==> src/rtl/rv_instr_encoder.sv <==
// ---------------------------------------------------------------------------
// rv_instr_encoder
//
// Purpose:
//   Streaming RV32I/M instruction encoder, the inverse of the core's field
//   decoder. It takes one instruction descriptor per handshake and emits
//   packed 32-bit machine words through a single registered output stage.
//   The LI pseudo-op expands into ADDI, LUI, or a LUI+ADDI pair. The
//   encoder feeds the debug program-buffer injector and the boot self-test
//   sequencer, which write code into instruction RAM.
//
// Configuration:
//   ENC_RANGE_CHECK_EN - when defined, the encoder rejects descriptors whose
//                        immediate does not fit the selected format. The
//                        reject looks exactly like fmt=7. When undefined,
//                        the encoder silently truncates out-of-range
//                        immediate bits and ignores imm[0] for B and J.
//
// Parameters:
//   CNT_W      - width of the emitted-word counter (wraps modulo 2^CNT_W)
//
// Ports:
//   clk        in   system clock
//   rst_n      in   asynchronous active-low reset
//   in_valid   in   descriptor valid
//   in_ready   out  descriptor accepted when in_valid & in_ready
//   in_fmt     in   0=R 1=I 2=S 3=B 4=U 5=J 6=LI 7=reserved (rejected)
//   in_opcode  in   opcode[6:0] (ignored for LI)
//   in_funct3  in   funct3 (ignored for U, J, LI)
//   in_funct7  in   funct7 (R only)
//   in_rd      in   rd index
//   in_rs1     in   rs1 index
//   in_rs2     in   rs2 index
//   in_imm     in   immediate / byte offset / full LI constant
//   out_valid  out  machine word valid
//   out_ready  in   sink accepts word
//   out_instr  out  encoded word
//   out_last   out  final word of the current descriptor's expansion
//   err_pulse  out  one-cycle pulse after a rejected descriptor is consumed
//   words_out  out  count of words accepted by the sink
// ---------------------------------------------------------------------------
module rv_instr_encoder #(
  parameter int CNT_W = 16
) (
  input  logic             clk,
  input  logic             rst_n,
  input  logic             in_valid,
  output logic             in_ready,
  input  logic [2:0]       in_fmt,
  input  logic [6:0]       in_opcode,
  input  logic [2:0]       in_funct3,
  input  logic [6:0]       in_funct7,
  input  logic [4:0]       in_rd,
  input  logic [4:0]       in_rs1,
  input  logic [4:0]       in_rs2,
  input  logic [31:0]      in_imm,
  output logic             out_valid,
  input  logic             out_ready,
  output logic [31:0]      out_instr,
  output logic             out_last,
  output logic             err_pulse,
  output logic [CNT_W-1:0] words_out
);

  localparam logic [2:0] FMT_R  = 3'd0;
  localparam logic [2:0] FMT_I  = 3'd1;
  localparam logic [2:0] FMT_S  = 3'd2;
  localparam logic [2:0] FMT_B  = 3'd3;
  localparam logic [2:0] FMT_U  = 3'd4;
  localparam logic [2:0] FMT_J  = 3'd5;
  localparam logic [2:0] FMT_LI = 3'd6;

  localparam logic [6:0] OPC_OPIMM = 7'h13;
  localparam logic [6:0] OPC_LUI   = 7'h37;

  typedef enum logic {
    S_IDLE,
    S_LI2
  } state_e;

  state_e           state_q, state_d;
  logic             outValid_q, outValid_d;
  logic [31:0]      outInstr_q, outInstr_d;
  logic             outLast_q, outLast_d;
  logic             errPulse_q, errPulse_d;
  logic [CNT_W-1:0] wordsOut_q, wordsOut_d;
  logic [31:0]      pendAddi_q, pendAddi_d;

  logic             accept;
  logic             consume;
  logic [31:0]      word0;
  logic [31:0]      word1;
  logic             last0;
  logic             twoWord;
  logic             reject;
  logic             immFits12;
  logic [19:0]      liUpper;

  // The output stage can take a new descriptor when idle and the current
  // word is absent or leaves this cycle. This term never depends on in_valid.
  assign in_ready = (state_q == S_IDLE) & (~outValid_q | out_ready);
  assign accept   = in_valid & in_ready;
  assign consume  = outValid_q & out_ready;

  assign out_valid = outValid_q;
  assign out_instr = outInstr_q;
  assign out_last  = outLast_q;
  assign err_pulse = errPulse_q;
  assign words_out = wordsOut_q;

  // A value fits signed 12 bits when bits [31:11] are all copies of the sign.
  assign immFits12 = (&in_imm[31:11]) | ~(|in_imm[31:11]);

  // This computes (K + 0x800) >> 12 without a 32-bit adder. Adding 0x800
  // carries into bit 12 exactly when K[11] is set, and the 20-bit sum wraps.
  assign liUpper = in_imm[31:12] + {19'd0, in_imm[11]};

  // Format-dependent packing of the descriptor into its first (and possibly
  // second) machine word, plus the reject decision for this descriptor.
  always_comb begin
    word0   = 32'd0;
    word1   = 32'd0;
    last0   = 1'b1;
    twoWord = 1'b0;
    reject  = 1'b0;
    case (in_fmt)
      FMT_R: word0 = {in_funct7, in_rs2, in_rs1, in_funct3, in_rd, in_opcode};
      FMT_I: word0 = {in_imm[11:0], in_rs1, in_funct3, in_rd, in_opcode};
      FMT_S: word0 = {in_imm[11:5], in_rs2, in_rs1, in_funct3,
                      in_imm[4:0], in_opcode};
      FMT_B: word0 = {in_imm[12], in_imm[10:5], in_rs2, in_rs1, in_funct3,
                      in_imm[4:1], in_imm[11], in_opcode};
      FMT_U: word0 = {in_imm[31:12], in_rd, in_opcode};
      FMT_J: word0 = {in_imm[20], in_imm[10:1], in_imm[11], in_imm[19:12],
                      in_rd, in_opcode};
      FMT_LI: begin
        if (immFits12) begin
          word0 = {in_imm[11:0], 5'd0, 3'd0, in_rd, OPC_OPIMM};
        end else if (in_imm[11:0] == 12'd0) begin
          word0 = {liUpper, in_rd, OPC_LUI};
        end else begin
          // The ADDI sign-extends its 12-bit field, which is why the LUI
          // half uses the rounded upper part computed in liUpper.
          word0   = {liUpper, in_rd, OPC_LUI};
          word1   = {in_imm[11:0], in_rd, 3'd0, in_rd, OPC_OPIMM};
          last0   = 1'b0;
          twoWord = 1'b1;
        end
      end
      default: reject = 1'b1;
    endcase
`ifdef ENC_RANGE_CHECK_EN
    case (in_fmt)
      FMT_I, FMT_S: if (!immFits12) reject = 1'b1;
      FMT_B: begin
        if (!((&in_imm[31:12]) | ~(|in_imm[31:12])) || in_imm[0]) begin
          reject = 1'b1;
        end
      end
      FMT_J: begin
        if (!((&in_imm[31:20]) | ~(|in_imm[31:20])) || in_imm[0]) begin
          reject = 1'b1;
        end
      end
      FMT_U: if (in_imm[11:0] != 12'd0) reject = 1'b1;
      default: ;
    endcase
`endif
  end

  // Next-state logic for the output stage and the LI expansion sequencer.
  // An accept always coincides with the old word leaving or being absent,
  // so a rejected descriptor simply lets the stage drain.
  always_comb begin
    state_d    = state_q;
    outValid_d = outValid_q;
    outInstr_d = outInstr_q;
    outLast_d  = outLast_q;
    pendAddi_d = pendAddi_q;
    errPulse_d = 1'b0;
    wordsOut_d = consume ? wordsOut_q + CNT_W'(1) : wordsOut_q;
    if (accept) begin
      if (reject) begin
        errPulse_d = 1'b1;
        outValid_d = 1'b0;
      end else begin
        outValid_d = 1'b1;
        outInstr_d = word0;
        outLast_d  = last0;
        if (twoWord) begin
          state_d    = S_LI2;
          pendAddi_d = word1;
        end
      end
    end else if (consume) begin
      if (state_q == S_LI2) begin
        // The held ADDI replaces the LUI on the same edge, with no bubble.
        outInstr_d = pendAddi_q;
        outLast_d  = 1'b1;
        outValid_d = 1'b1;
        state_d    = S_IDLE;
      end else begin
        outValid_d = 1'b0;
      end
    end
  end

  // All state and registered outputs. Reset discards any pending LI word.
  always_ff @(posedge clk or negedge rst_n) begin
    if (!rst_n) begin
      state_q    <= S_IDLE;
      outValid_q <= 1'b0;
      outInstr_q <= 32'd0;
      outLast_q  <= 1'b0;
      errPulse_q <= 1'b0;
      wordsOut_q <= '0;
      pendAddi_q <= 32'd0;
    end else begin
      state_q    <= state_d;
      outValid_q <= outValid_d;
      outInstr_q <= outInstr_d;
      outLast_q  <= outLast_d;
      errPulse_q <= errPulse_d;
      wordsOut_q <= wordsOut_d;
      pendAddi_q <= pendAddi_d;
    end
  end

endmodule

==> config.mk <==
export PLATFORM = sky130hd
export DESIGN_NAME = rv_instr_encoder
export DESIGN_NICKNAME = d
export VERILOG_FILES = /design/src/rtl/rv_instr_encoder.sv
export SDC_FILE = /design/constraint.sdc
export NUM_CORES = 1
export LEC_CHECK = 0
export CORE_MARGIN = 3
export CORE_UTILIZATION = 45
export CTS_BUF_LIST = sky130_fd_sc_hd__clkbuf_2
export DETAILED_ROUTE_END_ITERATION = 12
export PLACE_DENSITY = 0.76
export SETUP_SLACK_MARGIN = 0.4
export SYNTH_ARGS = -nofsm -noshare
export SYNTH_HDL_FRONTEND = slang
export SYNTH_SLANG_ARGS = --single-unit
==> constraint.sdc <==
create_clock -name clk -period 3 [get_ports clk]
set_clock_uncertainty 0.05 [all_clocks]
set_input_delay 0.6 -clock clk [delete_from_list [all_inputs] [get_ports clk]]
set_output_delay 0.6 -clock clk [all_outputs]
set_load 0.05 [all_outputs]
==> summary.md, run 1 <==
| Metric | Value |
|---|---|
| Status | finished, final reports clean |
| Startpoint types | flop |
| Post-synth cell types | a little over 60 |
| Post-DP Area | 5873 um2 |
| CP max-delay cell | clkdlybuf4s50_1 |
| Initial antenna violation count | 1 |
| CP arrival | around 1.9 ns |
| Worst Tran Pin Value | ~0.63 ns |
| Hold Crit Depth | 1 |
| Die Y-Extent | between 100 and 150 um |
| Worst min path class | flop to flop |
| Setup TNS | 0 ns |
| Post-Route WL | roughly 14 mm |
| Mapped cell area | 4352 um2 |
| Post-synth EDFFs | 0 |
| CP required | approximately 2.4 ns |
| CP Capture Type | output port |
| Routed wire per std cell | around 20 um |
| Syn Area/Cell | 9.845 um2 |
| Syn_nets | approximately 520 |
| Num rows | 35 |
| Setup Buffers After CTS | 0 |
| Chip width | approximately 100 um |
| H-tree depth | 3 |
| Slowest stage delay, CP | slightly above 0.8 ns |
| CTS tree | yes |
| Crit. path cell count | 1 |
| DRT iter0 DRCs | 428 |
| Kind of critical path | flop to output port |
| RSZ-0062 raised after global routing | false |
| CTS root buf | clkbuf_2 |
| Final min period | 2.503 ns |
| Clock Tree Buf Depth | 2 |
| Buf/Inv on CP | 1 |
| Area growth syn-to-layout | 38.64% |
| Crit path max-delay family | buffers and inverters |
| Synth area leader | dfrtp_1 |
| GRT Resource Usage Total | about a quarter |
| Gate Count Post-Synth | around 440 |
| Finished Cell Area | between 6000 and 7000 um2 |
| Total congestion overflow | 0 |
| FMAX | around 0.40 GHz |
| Drt drc | 0 |
| Pleak | roughly 2.6 nW |
| CTS buffer count | 9 |
| CTS clk-pin slew, worst paths | 0.24 ns |
| Max-Cap Viols | 0 |
| Final hold viol count | 0 |
| Area of the core | between 9000 and 10000 um2 |
| Fin nets | roughly 660 |
| Starting Density | between 40 and 50% |
| Routed Antenna Nets | 0 |
| HPWL Detailed | roughly 11 mm |
| Min-Delay Endpoint | words_out[15] |
| Clk_lat worst skew | 0.52 ns |
| Clk sinks | 70 |
| Power Density | between 700 and 800 nW/um2 |
| IO buf count | 122 |
| Gpl congestion | between 0.9 and 1 |
| Final period utilization | a little over four fifths |
| Yosys reg bits | 70 |
| Relative slew slack | 57.76% |
| Post-route worst setup slack | 0.4972 ns |
| Crit Reg-Reg Startpoint | state_q |
| Slew Viols, Final | 0 |
| Max FO, Critical Path | 6 |
| Cell breakdown of the critical path | clkdlybuf4s50_1 |
| First-pass GRT wire length | 22.31 mm |
| Worst setup startpoint | words_out[1] |
| Worst vdd ir | between 0.2 and 0.3 mV |
| Synth top area share | just over 40% |
| Avg Vias per Cell | a little under 6 |
| R2R depth | 5 |
| First-pass DRT Iterations | 7 |
| Vias in the first global route | ~4100 |
| Cells taking the most area after synthesis | dfrtp_1 (40%), mux2_4 (5.9%), xnor2_1 (3.6%) |
| Setup WS pre-CTS | 0.02234 ns |
| Largest net degree at the start of global routing | 47 |
| Share of layout cells above drive strength 1 | between 10% and 20% |
| Hold wc startpoint | words_out[15] |
| Async S/R FF share, synth | 100.0% |
| Main synth FF type | dfrtp_1 |
| Sequential area share after synthesis | between 40% and 50% |
| Register-to-register path setup slack | just over 0.8 ns |
| Full die area | 10890 um2 |
| Via count | 4263 |
| I/O pin cnt | between 100 and 150 |
| Worst R2R End | pendAddi_q[31] |
| Synth warn | 0 |
| # setup viols final | 0 |
==> cell usage in the layout (no fill, tap or decap), types with 3 or more instances in the layout <==
cell | synthesis | layout
o31ai_1 | 7 | 7
mux2i_1 | 8 | 8
clkdlybuf4s50_1 | 0 | 118
nor4_1 | 7 | 7
a22oi_1 | 7 | 7
buf_4 | 1 | 36
and3_1 | 11 | 11
a221oi_1 | 15 | 15
buf_12 | 2 | 3
xor2_1 | 15 | 15
a221o_1 | 6 | 6
and2_1 | 9 | 9
o2bb2ai_1 | 3 | 3
mux2_2 | 5 | 5
nand2b_1 | 3 | 3
clkbuf_2 | 0 | 9
mux2_4 | 17 | 17
a21oi_1 | 15 | 15
xnor2_1 | 18 | 18
a31oi_1 | 8 | 8
a32oi_1 | 3 | 3
nand4_1 | 9 | 9
dfrtp_1 | 70 | 70
nor2b_1 | 13 | 13
nand3_1 | 23 | 23
inv_1 | 7 | 7
nor2_1 | 24 | 24
o211ai_1 | 3 | 3
o21ai_0 | 23 | 23
ha_1 | 4 | 4
nand2_1 | 38 | 38
a211oi_1 | 3 | 3
o221ai_1 | 4 | 4
==> power by group <==
part / internal, mW / leakage (nW) / switching (mW)
clock: 0.279 / 0.0801 / 0.380
combinational: 0.838 / 1.64 / 1.28
sequential: 1.24 / 0.863 / 0.233
total: 2.36 / 2.58 / 1.89
==> worst register-to-register path, delay by kind of cell, from the launching register on <==
family | cells | cell delay [ns]
flops | 1 | 0.48
mux | 1 | 0.43
simple gates | 4 | 1.09
==> layout make-up <==
class                      instances  area, um2
clock buffer                       9      45.04
clock inverter                     7      97.59
tap                              129      161.4
antenna                            1      2.502
inverter                           7      26.28
fill                             791       3294
multi-input combinational        335       2397
timing repair buffer             161       1551
sequential                        70       1752
==> cells in the mapped netlist, drive strengths merged (4+ instances only) <==
library cell and number:
a21oi 15, nor4 8, nand3 25, o21ai 23, mux2 22, clkbuf 13, a221o 6, mux2i 8
a31oi 8, nor3 4, nor2b 13, nand4 10, ha 4, a22oi 7, inv 7, nor2 26
a32oi 4, and2 9, and3 11, o221ai 4, a221oi 15, xnor2 18, buf 17, nand2 38
dfrtp 70, o31ai 7, xor2 15
==> how the worst max path moves through the flow <==
stage                           to
finish                words_out[1]
global route          words_out[3]
CTS                      out_valid
detailed placement  pendAddi_q[31]
global placement    pendAddi_q[16]
floorplan           pendAddi_q[15]
==> per-layer routing <==
layer / vias up / share of wire (%) / GRT usage, % / routed length [um]
li1: 1923 / - / - / -
met1: 2080 / 43 / 36.12 / 6106
met2: 225 / 46 / 39.81 / 6543
met3: 35 / 7.8 / 5.587 / 1103
met4: 0 / 2.6 / 7.977 / 371
met5: - / 0 / 0 / 0
==> stage by stage <==
step	utilization, %	total power [mW]	instances	hold slack, ns
floorplan	-	2.776	442	0.2544
global placement	62.96	3.569	701	0.4016
CTS	64.60	4.251	718	0.4526
finish	64.68	4.248	719	0.4515
detailed placement	62.96	3.601	701	0.4079
global route	64.68	4.426	719	0.4699
==> what timing repair did <==
action | CTS | global route
endpoints found under the hold margin | 8 | 0
hold buffers | 1 | 0
setup endpoints to repair | 0 | 2
resized for setup | 0 | 2
==> state kept, by name (all words and copies together) (netlist names) <==
| register | flops |
|---|---|
| state_q | 1 |
| err_pulse | 1 |
| out_instr | 32 |
| out_last | 1 |
| out_valid | 1 |
| pendAddi_q | 18 |
| words_out | 16 |
==> cell families (layout without fill, tap and decap cells) <==
| group | count (synthesis) | count (layout) | synth area share [%] |
|---|---|---|---|
| XOR/XNOR | 33 | 33 | 6.642 |
| buffers and inverters | 37 | 184 | 4.658 |
| other | 0 | 1 | 0 |
| AO/OA/AOI/OAI | 109 | 109 | 18.17 |
| multiplexers | 30 | 30 | 8.999 |
| flip-flops | 70 | 70 | 40.25 |
| adder cells (fa/ha/maj) | 4 | 4 | 1.150 |
| AND/OR/NAND/NOR | 159 | 159 | 20.13 |
(Power assumes the default switching activity.)
==> inputs of run 2 (changes only) <==
Settings changed: PLACE_DENSITY 0.76 to 0.79.
Clock period 3 ns to 2.3 ns, I/O delays scaled along.
==> run 2 against run 1 <==
  * Critical path depth rose by 9
  * Largest cell class unchanged
  * Cell count is 8.9% higher
  * Highest routed layer unchanged
  * Critical path type is now primary input to flop
  * Global-route usage rose by 2.1 points
  * Design area increased by 11%
  * Sequential share of layout area is 2.7 points lower
==> summary.md, run 2 (synthesis gave the netlist of run 1 again) <==
| Metric | Value |
|---|---|
| HPWL Detailed | 11.35 mm (was 10.86 mm) |
| Via count | 4634 (was 4263) |
| DRT iter0 DRCs | 370 (was 428) |
| Worst vdd ir | 0.5088 mV (was 0.2879 mV) |
| Fin nets | 724 (was 659) |
| Area of the core | 9328 um2 (unchanged) |
| Relative slew slack | 71.95% (was 57.76%) |
| Finished Cell Area | 6670 um2 (was 6033 um2) |
| FMAX | roughly 0.53 GHz |
| Max FO, Critical Path | 3 (was 6) |
| CTS root buf | clkbuf_2 (unchanged) |
| WL met3 | 1.622 mm (was 1.103 mm) |
| Final std cells w/o fill | 783 (was 719) |
| Pleak | 3.041 nW (was 2.584 nW) |
| Area growth syn-to-layout | 53.28% (was 38.64%) |
| I/O pin cnt | 123 (unchanged) |
| Max layer used | met4 (unchanged) |
| M1 WL | 6.125 mm (was 6.106 mm) |
| Gpl congestion | 0.9769 (was 0.9377) |
| Clock power share | 13.2% (was 15.5%) |
| Seq pwr share | 35.6% (was 34.7%) |
| Slowest stage delay, CP | 0.29 ns (was 0.83 ns) |
| Diode count | 0 (was 1) |
| GRT Resource Usage Total | 27.91% (was 25.76%) |
| Most common cell after layout, fill and taps aside | buf_4 (was clkdlybuf4s50_1) |
| Comb power frac | 51.1% (was 49.8%) |
| Cell breakdown of the critical path | dlygate4sd2_1 -> buf_6 -> buf_4 -> ha_2 -> nand4_1 -> buf_4 -> nor4_2 -> xor2_1 -> mux2i_1 -> o21ai_1 (was clkdlybuf4s50_1) |
| Startpoint types | primary input (was flop) |
| Status | finished, final reports clean (unchanged) |
| Share of layout cells above drive strength 1 | 35.47% (was 15.62%) |
| Post-route worst setup slack | 0.4087 ns (was 0.4972 ns) |
| Final min period | ~1.9 ns |
| Kind of critical path | primary input to flop (was flop to output port) |
| Final hold viol count | 0 (unchanged) |
| First-pass GRT wire length | 24.41 mm (was 22.31 mm) |
| Clk sinks | 70 (unchanged) |
| Post-Route WL | 15.26 mm (was 14.13 mm) |
| Routed wire per std cell | 19.49 um (was 19.65 um) |
| RSZ-0062 raised after global routing | true (was false) |
| CP arrival | 2.28 ns (was 1.85 ns) |
| CP dominant cell by count | buf_4 |
| Chip width | 104.3 um (unchanged) |
| Vias in the first global route | 4751 (was 4149) |
| Drt drc | 0 (unchanged) |
| Final period utilization | approximately 82% |
| Worst Tran Pin Value | 0.4164 ns (was 0.6336 ns) |
| # setup viols final | 0 (unchanged) |
| Number of flip-flops in the largest register | 32 (unchanged) |
| DP Cell Count | 752 (was 701) |
| Total power | 5.451 mW (was 4.248 mW) |
| CTS tree | yes (unchanged) |
| Num rows | 35 (unchanged) |
| IO buf count | 122 (unchanged) |
| Power Density | 817.3 nW/um2 (was 704.0 nW/um2) |
| Total congestion overflow | 0 (unchanged) |
| Psw | 2.507 mW (was 1.889 mW) |
| Routed Antenna Nets | 0 (unchanged) |
| Worst min path class | primary input to flop (was flop to flop) |
| CP required | 2.69 ns (was 2.35 ns) |
| Slew Viols, Final | 0 (unchanged) |
| Routed wl met2 | 7.124 mm (was 6.543 mm) |
| Switching share of power | 46.00% (was 44.48%) |
| P_int | 2.944 mW (was 2.358 mW) |
| Full die area | 10890 um2 (unchanged) |
| Post-DP Area | 6332 um2 (was 5873 um2) |
| First-pass DRT Iterations | 5 (was 7) |
| Die Y-Extent | 104.3 um (unchanged) |
| Hold_ws | 0.3488 ns (was 0.4515 ns) |
| Initial antenna violation count | 0 (was 1) |
| CTS buffer count | 9 (unchanged) |
| Starting Density | 46.65% (unchanged) |
| CP Capture Type | flop (was output port) |
| CTS clk-pin slew, worst paths | 0.19 ns (was 0.24 ns) |
| Clk_lat worst skew | 0.53 ns (was 0.52 ns) |
| Most frequent cells in the layout | buf_4 (83), dfrtp_1 (66), clkdlybuf4s50_1 (47), nand2_1 (36), clkdlybuf4s15_2 (32) (was clkdlybuf4s50_1 (118), dfrtp_1 (70), nand2_1 (38), buf_4 (36), nor2_1 (24)) |
| Setup WS pre-CTS | -0.3684 ns (was 0.02234 ns) |
| Max-Cap Viols | 0 (unchanged) |
| Avg Vias per Cell | 5.918 (was 5.929) |
| Largest net degree at the start of global routing | 71 (was 47) |
| CP max-delay cell | xor2_1 (was clkdlybuf4s50_1) |
| Clock Tree Buf Depth | 2 (unchanged) |
| H-tree depth | 3 (unchanged) |
[run 2: worst paths after layout]
check	depth (start not counted)	slack, ns	end	start
max in group asynchronous	3	1.48	out_instr[5]	rst_n
worst min-delay path	4	0.35	out_instr[12]	in_imm[11]
worst max-delay path	10	0.41	out_instr[25]	in_imm[12]
worst min register to register	1	0.44	words_out[15]	words_out[15]
worst max register to register	8	0.48	pendAddi_q[31]	state_q
min in group asynchronous	3	0.41	words_out[8]	rst_n
[run 2: layout make-up]
class | count | area (um2)
multi-input cells | 335 | 2504
inverters | 7 | 43.79
flip-flops and latches | 70 | 1757
repair buffers | 226 | 2092
fillers | 670 | 2658
well taps | 129 | 161.4
clock inverters | 6 | 62.56
clock buffers | 10 | 50.05
[run 2: critical path: cells and delay by family]
| family | cells | cell delay (ns) |
|---|---|---|
| buffers and inverters | 4 | 0.65 |
| muxes | 1 | 0.13 |
| adders and majority gates | 1 | 0.20 |
| xor gates and xnor gates | 1 | 0.29 |
| AOI/OAI and AO/OA | 1 | 0.15 |
| and+or+nand+nor | 2 | 0.40 |
[run 2: power by group through the flow]
stage          sequential (mW)  combinational [mW]  clock, mW
5_1_grt                   1.99                2.92      0.776
3_5_place_dp              1.95                2.84          0
3_3_place_gp              1.93                2.79          0
2_1_floorplan             2.85               0.776          0
6_report                  1.94                2.79      0.720
4_1_cts                   1.93                2.79      0.721
[run 2: timing repair]
item	CTS	global route
resized for setup	205	49
setup endpoints to repair	91	45
setup buffers	12	1
hold buffers	1	0
pin swaps	14	8
hold endpoints to repair	70	0
gates cloned	1	0
[run 2: through the flow]
stage               setup TNS (ns)  utilization [%]
floorplan                        0                -
global placement            -11.24            67.89
detailed placement          -12.77            67.89
CTS                              0            71.35
global route                     0            71.51
finish                           0            71.51
[run 2: per-layer routing]
metal	GRT usage, %	vias to the layer above
met5	0	-
met2	44.51	317
met1	36.83	2203
met3	7.325	56
met4	9.307	0
li1	-	2058
==> inputs of run 3 (changes only) <==
Clock period 2.3 ns to 1.69 ns, I/O delays scaled along.
==> run 3 against run 2 <==
  * The run now ends with setup timing left
  * Global-route usage up 4.5 points
  * First-iteration DRC count up 90%
  * Utilization up 13 points
  * Die area is the same
  * Register-to-register slack lost 0.82 ns
  * Largest cell class is now non-clock buffers
  * Largest power group unchanged
==> summary.md, run 3 (synthesis gave the netlist of run 1 again) <==
| Metric | Value |
|---|---|
| Status | complete, but fails checks (was finished, final reports clean) |
| Violated checks | setup timing |
| Starting Density | 46.65% (unchanged) |
| Clk_lat worst skew | 0.56 ns (was 0.53 ns) |
| Final period utilization | 119.9% |
| CP required | 2.08 ns (was 2.69 ns) |
| Via count | 5377 (was 4634) |
| Power Density | 1216 nW/um2 (was 817.3 nW/um2) |
| Largest net degree at the start of global routing | 71 (unchanged) |
| Most frequent cells in the layout | buf_4 (144), dfrtp_1 (57), buf_6 (49), clkdlybuf4s50_1 (47), nand2_1 (35) (was buf_4 (83), dfrtp_1 (66), clkdlybuf4s50_1 (47), nand2_1 (36), clkdlybuf4s15_2 (32)) |
| Full die area | 10890 um2 (unchanged) |
| Fin nets | 796 (was 724) |
| Worst R2R End | pendAddi_q[31] (unchanged) |
| CP arrival | 2.42 ns (was 2.28 ns) |
| Gpl congestion | 0.9310 (was 0.9769) |
| Relative slew slack | 61.15% (was 71.95%) |
| Clock Tree Buf Depth | 2 (unchanged) |
| Number of flip-flops in the largest register | 32 (unchanged) |
| Chip width | 104.3 um (unchanged) |
| CTS root buf | clkbuf_2 (unchanged) |
| Initial antenna violation count | 0 (unchanged) |
| Worst Tran Pin Value | 0.5774 ns (was 0.4164 ns) |
| Final std cells w/o fill | 855 (was 783) |
| Max-Cap Viols | 0 (unchanged) |
| Area growth syn-to-layout | 81.60% (was 53.28%) |
| Post-Route WL | 20.35 mm (was 15.26 mm) |
| CP Capture Type | flop (unchanged) |
| Max FO, Critical Path | 9 (was 3) |
| Crit Reg-Reg Startpoint | out_valid (was state_q) |
| Most common cell after layout, fill and taps aside | buf_4 (unchanged) |
| Vias in the first global route | 5230 (was 4751) |
| Worst vdd ir | 0.7805 mV (was 0.5088 mV) |
| Area of the core | 9328 um2 (unchanged) |
| I/O pin cnt | 123 (unchanged) |
| Routed wire per std cell | 23.80 um (was 19.49 um) |
| Drt drc | 0 (unchanged) |
| Post-route worst setup slack | -0.3365 ns (was 0.4087 ns) |
| Num rows | 35 (unchanged) |
| Clk sinks | 70 (unchanged) |
| H-tree depth | 3 (unchanged) |
| Max layer used | met4 (unchanged) |
| CTS tree | yes (unchanged) |
| WL met3 | 2.120 mm (was 1.622 mm) |
| CP endpoint | pendAddi_q[31] (was out_instr[25]) |
| IO buf count | 122 (unchanged) |
| Worst min path class | primary input to flop (unchanged) |
| FMAX | roughly 0.49 GHz |
| Routed wl met2 | 9.610 mm (was 7.124 mm) |
| Kind of critical path | flop to flop (was primary input to flop) |
| M1 WL | 7.156 mm (was 6.125 mm) |
| # setup viols final | 64 (was 0) |
| Pleak | 3.593 nW (was 3.041 nW) |
| GRT Resource Usage Total | 32.44% (was 27.91%) |
| Startpoint types | flop (was primary input) |
| Slew Viols, Final | 0 (unchanged) |
| First-pass DRT Iterations | 8 (was 5) |
| Avg Vias per Cell | 6.289 (was 5.918) |
| Filler cells | 463 (was 670) |
| CTS buffer count | 9 (unchanged) |
| RSZ-0062 raised after global routing | true (unchanged) |
| Total congestion overflow | 0 (unchanged) |
| CTS clk-pin slew, worst paths | 0.28 ns (was 0.19 ns) |
| DRT iter0 DRCs | 704 (was 370) |
| Post-DP Area | 6750 um2 (was 6332 um2) |
| Finished Cell Area | 7903 um2 (was 6670 um2) |
| HPWL Detailed | 11.70 mm (was 11.35 mm) |
| Routed Antenna Nets | 0 (unchanged) |
| Final hold viol count | 0 (unchanged) |
| Die Y-Extent | 104.3 um (unchanged) |
| Worst setup startpoint | out_valid (was in_imm[12]) |
| Share of layout cells above drive strength 1 | 49.31% (was 35.47%) |
| Final min period | about 2.0 ns |
| Hold_ws | 0.2187 ns (was 0.3488 ns) |
| First-pass GRT wire length | 27.96 mm (was 24.41 mm) |
| Register-to-register path setup slack | -0.34 ns (was 0.48 ns) |
| R2R depth | 6 (was 8) |
| Diode count | 0 (unchanged) |
| DP Cell Count | 773 (was 752) |
[run 3: cell types whose count changed in the layout (fill, tap and decap cells not counted), moves of 23 or more]
cell	delta
clkdlybuf4s15_2	-31
buf_4	+61
buf_12	+23
buf_6	+35
[run 3: repair_timing]
action | CTS | global route
gates cloned | 3 | 0
buffers inserted | 49 | 13
gates resized for setup | 125 | 35
setup endpoints to repair | 115 | 119
hold buffers | 1 | 0
hold endpoints to repair | 70 | 0
pin swaps | 24 | 19
[run 3: routing by layer]
layer  vias up  global-route usage, %
met5         -                      0
met4         0                  18.71
met3       153                  7.821
met2       499                  52.08
met1      2522                  39.72
li1       2203                      -
[run 3: critical path, stage by stage (launching register included)]
cell      delay (ns)
dfrtp_2         0.51
nand2b_1        0.17
nand2_2         0.11
nor3_4          0.29
nand3_4         0.22
buf_16          0.22
mux2_4          0.31
[run 3: power by group]
part,switching [mW],internal [mW],leakage [nW],total [mW]
Sequential,0.584,2.22,0.846,2.80
Clock,0.740,0.645,0.0965,1.39
Combinational,2.83,2.60,2.65,5.42
Total,4.15,5.46,3.59,9.61
[run 3: metrics by stage]
step                worst slack (ns)  setup TNS [ns]  util [%]  total power, mW
CTS                          -0.1489          -1.927     81.72            9.031
floorplan                    -0.2591          -5.220         -            5.093
detailed placement           -0.8612          -42.26     72.37            7.077
finish                       -0.3365          -11.26     84.72            9.613
global placement             -0.7989          -39.14     72.37            6.959
global route                 -0.2781          -10.03     84.72            9.900
[run 3: worst min path at each step]
stage,depth (start not counted),slack (ns),to,from
3_3_place_gp,2,0.34,out_instr[10],rst_n
3_5_place_dp,2,0.35,out_instr[10],rst_n
4_1_cts,4,0.20,out_instr[31],in_imm[11]
5_1_grt,3,0.20,pendAddi_q[31],in_imm[11]
2_1_floorplan,0,-0.008,err_pulse,rst_n
6_report,4,0.22,out_instr[12],in_imm[11]
[run 3: cell type report]
class	instances	area (um2)	share of cell area, %
well taps	129	161.4	2.042
inverters	7	43.79	0.5541
clock inverters	7	121.4	1.536
multi-input cells	335	2780	35.18
flip-flops and latches	70	1768	22.37
repair buffers	298	2983	37.75
clock buffers	9	45.04	0.5700
